===== src/rtl/cas_fsk_modulator.sv =====
// Purpose: serialises queued bytes (and optional leader tones) into a cassette FSK tape level.
// Latency: tape_o rises on the second clk_sys edge after a byte is accepted by an idle, running modulator.
// Backpressure: byte_ready drops while the byte FIFO is full; enable=0 freezes the waveform, FIFO writes continue.
module cas_fsk_modulator #(
  parameter int ZERO_HALF  = 2237,
  parameter int ONE_HALF   = 1119,
  parameter int FIFO_DEPTH = 4
) (
  input  logic        clk_sys,
  input  logic        reset_n,
  input  logic        ce,
  input  logic        enable,
  input  logic        leader_req,
  input  logic [15:0] leader_len,
  input  logic [7:0]  byte_i,
  input  logic        byte_valid,
  output logic        byte_ready,
  output logic        tape_o,
  output logic        busy
);

  localparam int MAX_HALF = (ZERO_HALF > ONE_HALF) ? ZERO_HALF : ONE_HALF;
  localparam int TW = $clog2(MAX_HALF + 1);
  localparam int AW = (FIFO_DEPTH > 1) ? $clog2(FIFO_DEPTH) : 1;
  localparam int CW = $clog2(FIFO_DEPTH + 1);
  localparam logic [TW-1:0] ZERO_LAST = TW'(ZERO_HALF - 1);
  localparam logic [TW-1:0] ONE_LAST  = TW'(ONE_HALF - 1);

  typedef enum logic [2:0] {IDLE, LEADER, START, DATA, STOP} state_t;

  state_t          state_q, state_d;
  logic [7:0]      mem_q [FIFO_DEPTH];
  logic [AW-1:0]   wr_ptr_q, rd_ptr_q;
  logic [CW-1:0]   count_q;
  logic            push, pop, tick;
  logic            pend_q, leader_end;
  logic [15:0]     pend_len_q, lcnt_q;
  logic [TW-1:0]   tick_q, half_last;
  logic            phase_q, rep_q, bit_val, bit_done, tape_q, tape_d;
  logic [2:0]      bit_q;
  logic [7:0]      data_q;

  function automatic logic [AW-1:0] ptr_inc(input logic [AW-1:0] p);
    return (p == AW'(FIFO_DEPTH - 1)) ? '0 : p + AW'(1);
  endfunction

  assign tick   = ce && enable;
  assign push   = byte_valid && byte_ready;
  assign tape_o = tape_q;

  // FIFO pointers and occupancy; a pop and a push in one cycle both take effect
  always_ff @(posedge clk_sys or negedge reset_n) begin
    if (!reset_n) begin
      wr_ptr_q <= '0;
      rd_ptr_q <= '0;
      count_q  <= '0;
    end else begin
      if (push) wr_ptr_q <= ptr_inc(wr_ptr_q);
      if (pop)  rd_ptr_q <= ptr_inc(rd_ptr_q);
      count_q <= count_q + CW'(push) - CW'(pop);
    end
  end

  // FIFO storage; emptiness comes from the pointers, so the array needs no reset
  always_ff @(posedge clk_sys) begin
    if (push) mem_q[wr_ptr_q] <= byte_i;
  end

  // Leader request latch; a new request overwrites, length 0 cancels
  always_ff @(posedge clk_sys or negedge reset_n) begin
    if (!reset_n) begin
      pend_q     <= 1'b0;
      pend_len_q <= '0;
    end else if (leader_req) begin
      pend_q     <= (leader_len != 16'd0);
      pend_len_q <= leader_len;
    end else if (leader_end) begin
      pend_q <= 1'b0;
    end
  end

  // Current bit value and the end of its last half-period
  always_comb begin
    case (state_q)
      START:   bit_val = 1'b0;
      DATA:    bit_val = data_q[bit_q];
      default: bit_val = 1'b1;
    endcase
    half_last = bit_val ? ONE_LAST : ZERO_LAST;
    bit_done  = (tick_q == half_last) && phase_q && (rep_q || !bit_val);
  end

  // FSM state register
  always_ff @(posedge clk_sys or negedge reset_n) begin
    if (!reset_n) state_q <= IDLE;
    else          state_q <= state_d;
  end

  // FSM next state; frame/leader ends re-run the IDLE decision without a gap tick
  always_comb begin
    state_d    = state_q;
    pop        = 1'b0;
    leader_end = 1'b0;
    if (tick) begin
      case (state_q)
        IDLE: begin
          if (pend_q) begin
            state_d = LEADER;
          end else if (count_q != '0) begin
            state_d = START;
            pop     = 1'b1;
          end
        end
        LEADER: begin
          if (bit_done && lcnt_q == 16'd1) begin
            leader_end = 1'b1;
            if (count_q != '0) begin
              state_d = START;
              pop     = 1'b1;
            end else begin
              state_d = IDLE;
            end
          end
        end
        START: if (bit_done) state_d = DATA;
        DATA:  if (bit_done && bit_q == 3'd7) state_d = STOP;
        STOP: begin
          if (bit_done && bit_q == 3'd1) begin
            if (pend_q) begin
              state_d = LEADER;
            end else if (count_q != '0) begin
              state_d = START;
              pop     = 1'b1;
            end else begin
              state_d = IDLE;
            end
          end
        end
        default: state_d = IDLE;
      endcase
    end
  end

  // FSM outputs; tape follows the registered phase one tick later
  always_comb begin
    byte_ready = (count_q != CW'(FIFO_DEPTH));
    busy       = (state_q != IDLE) || (count_q != '0) || pend_q;
    tape_d     = (state_q != IDLE) && !phase_q;
  end

  // Tone timing, bit/leader counters and tape register; everything holds unless ce and enable
  always_ff @(posedge clk_sys or negedge reset_n) begin
    if (!reset_n) begin
      tick_q  <= '0;
      phase_q <= 1'b0;
      rep_q   <= 1'b0;
      bit_q   <= '0;
      lcnt_q  <= '0;
      data_q  <= '0;
      tape_q  <= 1'b0;
    end else if (tick) begin
      tape_q <= tape_d;
      if (state_q == IDLE || bit_done) begin
        tick_q  <= '0;
        phase_q <= 1'b0;
        rep_q   <= 1'b0;
      end else if (tick_q == half_last) begin
        tick_q  <= '0;
        phase_q <= ~phase_q;
        if (phase_q) rep_q <= 1'b1;
      end else begin
        tick_q <= tick_q + TW'(1);
      end
      if (state_d != state_q) bit_q <= '0;
      else if (bit_done)      bit_q <= bit_q + 3'd1;
      if (state_d == LEADER && state_q != LEADER)
        lcnt_q <= pend_len_q;
      else if (state_q == LEADER && bit_done)
        lcnt_q <= lcnt_q - 16'd1;
      if (pop) data_q <= mem_q[rd_ptr_q];
    end
  end

endmodule

===== config.mk =====
export PLATFORM = sky130hd
export DESIGN_NAME = cas_fsk_modulator
export DESIGN_NICKNAME = d
export VERILOG_FILES = /design/src/rtl/cas_fsk_modulator.sv
export SDC_FILE = /design/constraint.sdc
export NUM_CORES = 1
export LEC_CHECK = 0
export BUFFER_PORTS_ARGS = -buffer_cell sky130_fd_sc_hd__buf_2
export CAP_MARGIN = 20
export CORE_MARGIN = 4
export CORE_UTILIZATION = 35
export DETAILED_ROUTE_END_ITERATION = 6
export SLEW_MARGIN = 20
export SYNTH_ARGS = -nofsm -noshare
export SYNTH_HDL_FRONTEND = slang
export SYNTH_SLANG_ARGS = --single-unit

===== constraint.sdc =====
create_clock -name clk_sys -period 5.8 [get_ports clk_sys]
set_input_delay 0.58 -clock clk_sys [delete_from_list [all_inputs] [get_ports clk_sys]]
set_output_delay 0.58 -clock clk_sys [all_outputs]
set_load 0.01 [all_outputs]

==> impl_metrics.csv <==
group,metric,value,unit
setup_path,cp_data_arrival_time,4.10,ns
timing,finalCritPeriodShare,0.664,
setup_path,critPathLaunchType,"register",
logic_synthesis,synth_compound_area_frac,0.121,
logic_synthesis,yosysSeqAreaShare,0.532,
timing,slew_headroom,0.425,
global_routing,first_global_vias,3501,
clock_tree,clkSinkCount,101,
logic_synthesis,synth_flop_cell,"dfrtp_1",
power,power-per-cell-area,408,nW/um2
detailed_routing,ant_nets,0,
setup_path,crit_path_top_delay_cell,"or2_1",
clock_tree,cts_hold_buf,0,
clock_tree,post-cts-setup-buffer-count,0,
detailed_routing,route.vias.total,3448,
cells_and_area,post-route-cell-area,5630,um2
detailed_routing,routed_via_density,5.35,
power,pwr-share-seq,0.491,
logic_synthesis,yosysUniqueCellTypes,62,
die,die_area,16400,um2
logic_synthesis,synth_edf_count,32,
global_routing,grt_pass1_wl,17400,um
cells_and_area,num-fill-cells,1343,
clock_tree,clock_path_buffers,2,
power,p_sw,776,uW
timing,drv_slew,0,
setup_path,critPathMaxFanout,16,
placed_design,gp_congestion,0.841,
min_path,hold_class,"in -> async",
setup_path,max_stage_delay,0.64,ns
setup_path,endpoint_kind,"register",
clock_tree,tritoncts,"done",
placed_design,hpwl,7120,um
power,p_clk_frac,0.258,
global_routing,antenna_found_initial,0,
cells_and_area,multi_input_area,2190,um2
cells_and_area,nets,503,
setup_path,cp_num_buf_inv,0,
logic_synthesis,yosys.area_share.simple,0.159,
power,power.share.switching,0.338,
placed_design,placed_area,5340,um2
logic_synthesis,synth_top_family_by_area,"simple AND/OR/NAND/NOR gates",
clock_tree,cts-root-buf,"clkbuf_16",
global_routing,grt_max_degree,70,
logic_synthesis,netlist_top_cells_count,"dfrtp_1 (69), edfxtp_1 (32), o21ai_0 (32)",
timing,final.setup_skew,0.0102,ns
timing,fmax,260,MHz
detailed_routing,first_iter_violations,270,
power,power.internal,1520,uW
clock_tree,cts_resized,0,
logic_synthesis,yosysMostFrequentCell,"dfrtp_1",
flow_run,max_cap_violations,0,
timing,finalSetupTns,0,ns
die,die_h,128,um
timing,tightest_slew,0.862,ns
logic_synthesis,synth_adder_area_share,0.0362,
timing,min_period,3.85,ns
placed_design,place.port_buffers,32,
global_routing,track_usage,0.133,
detailed_routing,drc,0,
logic_synthesis,syn_area,5050,um2
clock_tree,insertion_delay,0.36,ns
cells_and_area,diodes,0,
setup_path,critPathRequiredTime,6.06,ns
timing,setup_viol,0,
setup_path,path_class,"reg -> reg",
setup_path,crit_chain,"mux2_2 > o221ai_2 > or3_1 > a31o_1 > o21a_1 > o2111ai_2 > or2_1 > a221oi_1",
power,combPwrFrac,0.252,
cells_and_area,area_delta_synth_final,11.6,%
detailed_routing,wl_per_cell,15.6,um
logic_synthesis,synth.avg_cell_area,11.6,um2
die,core_area,14000,um2
die,ios,33,
die,start_util,0.361,
die,rows,43,
clock_tree,h-tree-depth,3,
logic_synthesis,ys_seq_elements,101,
power,ir_drop,0.000293,V
global_routing,overflow,0,
timing,rsz0062_at_grt,"false",
logic_synthesis,postSynth.asyncResetShare,0.683,
logic_synthesis,synth_area_leaders,"dfrtp_1 (34%), edfxtp_1 (19%), mux2_2 (6.0%)",
logic_synthesis,muxShareOfSynthArea,0.108,
logic_synthesis,syn_nets,479,
logic_synthesis,yosysWarnings,0,
setup_path,cp_top_family,"compound AO/OA/AOI/OAI gates",
logic_synthesis,synth_top_area_frac,0.342,
detailed_routing,wl,10100,um
clock_tree,cts_made_buffers,9,
power,leakage,0.00225,uW
detailed_routing,first_pass_iters,5,
setup_path,reg2reg_slack,1.95,ns
cells_and_area,drive_gt1_frac,0.211,
clock_tree,path_clk_slew,0.08,ns
outcome,outcome,"finished, final reports clean",
die,fp.dieW,128,um
logic_synthesis,synth_top_cell_by_area,"dfrtp_1",
logic_synthesis,synth_cells,435,
timing,final_hold_viol_count,0,
cells_and_area,seqCellArea,2690,um2
logic_synthesis,synth_xor_area_frac,0.0104,
[path summary, 6_finish.rpt]
check | from | to | cells past startpoint
max | bit_q[0] | lcnt_q[1] | 8
min | reset_n | pend_len_q[4] | 2
max reg2reg | bit_q[0] | lcnt_q[1] | 8
min reg2reg | count_q[2] | count_q[2] | 1
max in group asynchronous | reset_n | count_q[0] | 2
min in group clk_sys | byte_i[0] | mem_q[3][0] | 1
[sequential cells by signal, summed over array words and instances, names as in the netlist]
| register | flops |
|---|---|
| bit_q | 3 |
| count_q | 3 |
| data_q | 8 |
| lcnt_q | 16 |
| mem_q | 32 |
| pend_len_q | 16 |
| pend_q | 1 |
| phase_q | 1 |
| rd_ptr_q | 2 |
| rep_q | 1 |
| state_q | 3 |
| tape_o | 1 |
| tick_q | 12 |
| wr_ptr_q | 2 |
[layout make-up]
cell class,count,area share
clock buffer,9,0.0400
clock inverter,7,0.0118
inverter,16,0.0107
multi-input combinational,297,0.390
sequential,101,0.477
tap,180,0.0400
timing repair buffer,34,0.0311
[cell families after synthesis]
group,after synthesis
AND/OR/NAND/NOR,147
flip-flops,101
AO/OA/AOI/OAI,89
multiplexers,41
buffers and inverters,37
adder cells (fa/ha/maj),14
XOR/XNOR,6
[per-layer routing]
metal | up-vias | wire length, um | global-route usage
met1 | 1689 | 4560 | 0.170
met2 | 70 | 4840 | 0.216
li1 | 1677 | - | -
met4 | 0 | 153 | 0.0487
met5 | - | 0 | 0
met3 | 12 | 510 | 0.0388
[through the flow]
step | setup slack, ns | power [uW] | hold slack, ns | cells | utilization
after floorplan | 2.53 | 1540 | 0.284 | 435 | -
after global placement | 2.05 | 1700 | 0.498 | 628 | 0.382
after detailed placement | 1.95 | 1730 | 0.489 | 628 | 0.382
after CTS | 1.94 | 2330 | 0.414 | 644 | 0.403
after global routing | 1.65 | 2460 | 0.424 | 644 | 0.403
final | 1.95 | 2300 | 0.424 | 644 | 0.403
[placed cells by master, fill, tap and decap left out, types with 5 or more instances in the layout]
cell	n
nor4b_1	5
buf_2	32
nand3_1	14
a31oi_1	6
edfxtp_1	32
and3_1	13
ha_1	13
nor4_1	8
inv_1	16
nor2_1	22
nor2b_1	7
clkbuf_16	9
mux2i_1	6
mux2_2	27
and2_1	5
o21ai_0	31
nand2_1	31
a21oi_1	12
nand2b_1	6
mux4_2	8
dfrtp_1	69
o31ai_1	5
nand4_1	8
nor3_1	13
[power by group through the flow]
| stage | clock (uW) | combinational [uW] | sequential, uW |
|---|---|---|---|
| after floorplan | 0 | 486 | 1060 |
| after global placement | 0 | 563 | 1130 |
| after CTS | 614 | 588 | 1130 |
| after global routing | 646 | 654 | 1160 |
| after detailed placement | 0 | 586 | 1140 |
| final | 591 | 578 | 1130 |
[worst reg2reg max path: cells and delay by family, from the launching register on]
family / cells / cell delay [ns]
multiplexers: 1 / 0.38
AND/OR/NAND/NOR: 2 / 0.81
AO/OA/AOI/OAI: 5 / 2.07
flip-flops: 1 / 0.49
Note: power is estimated with default switching activity, not from simulation.
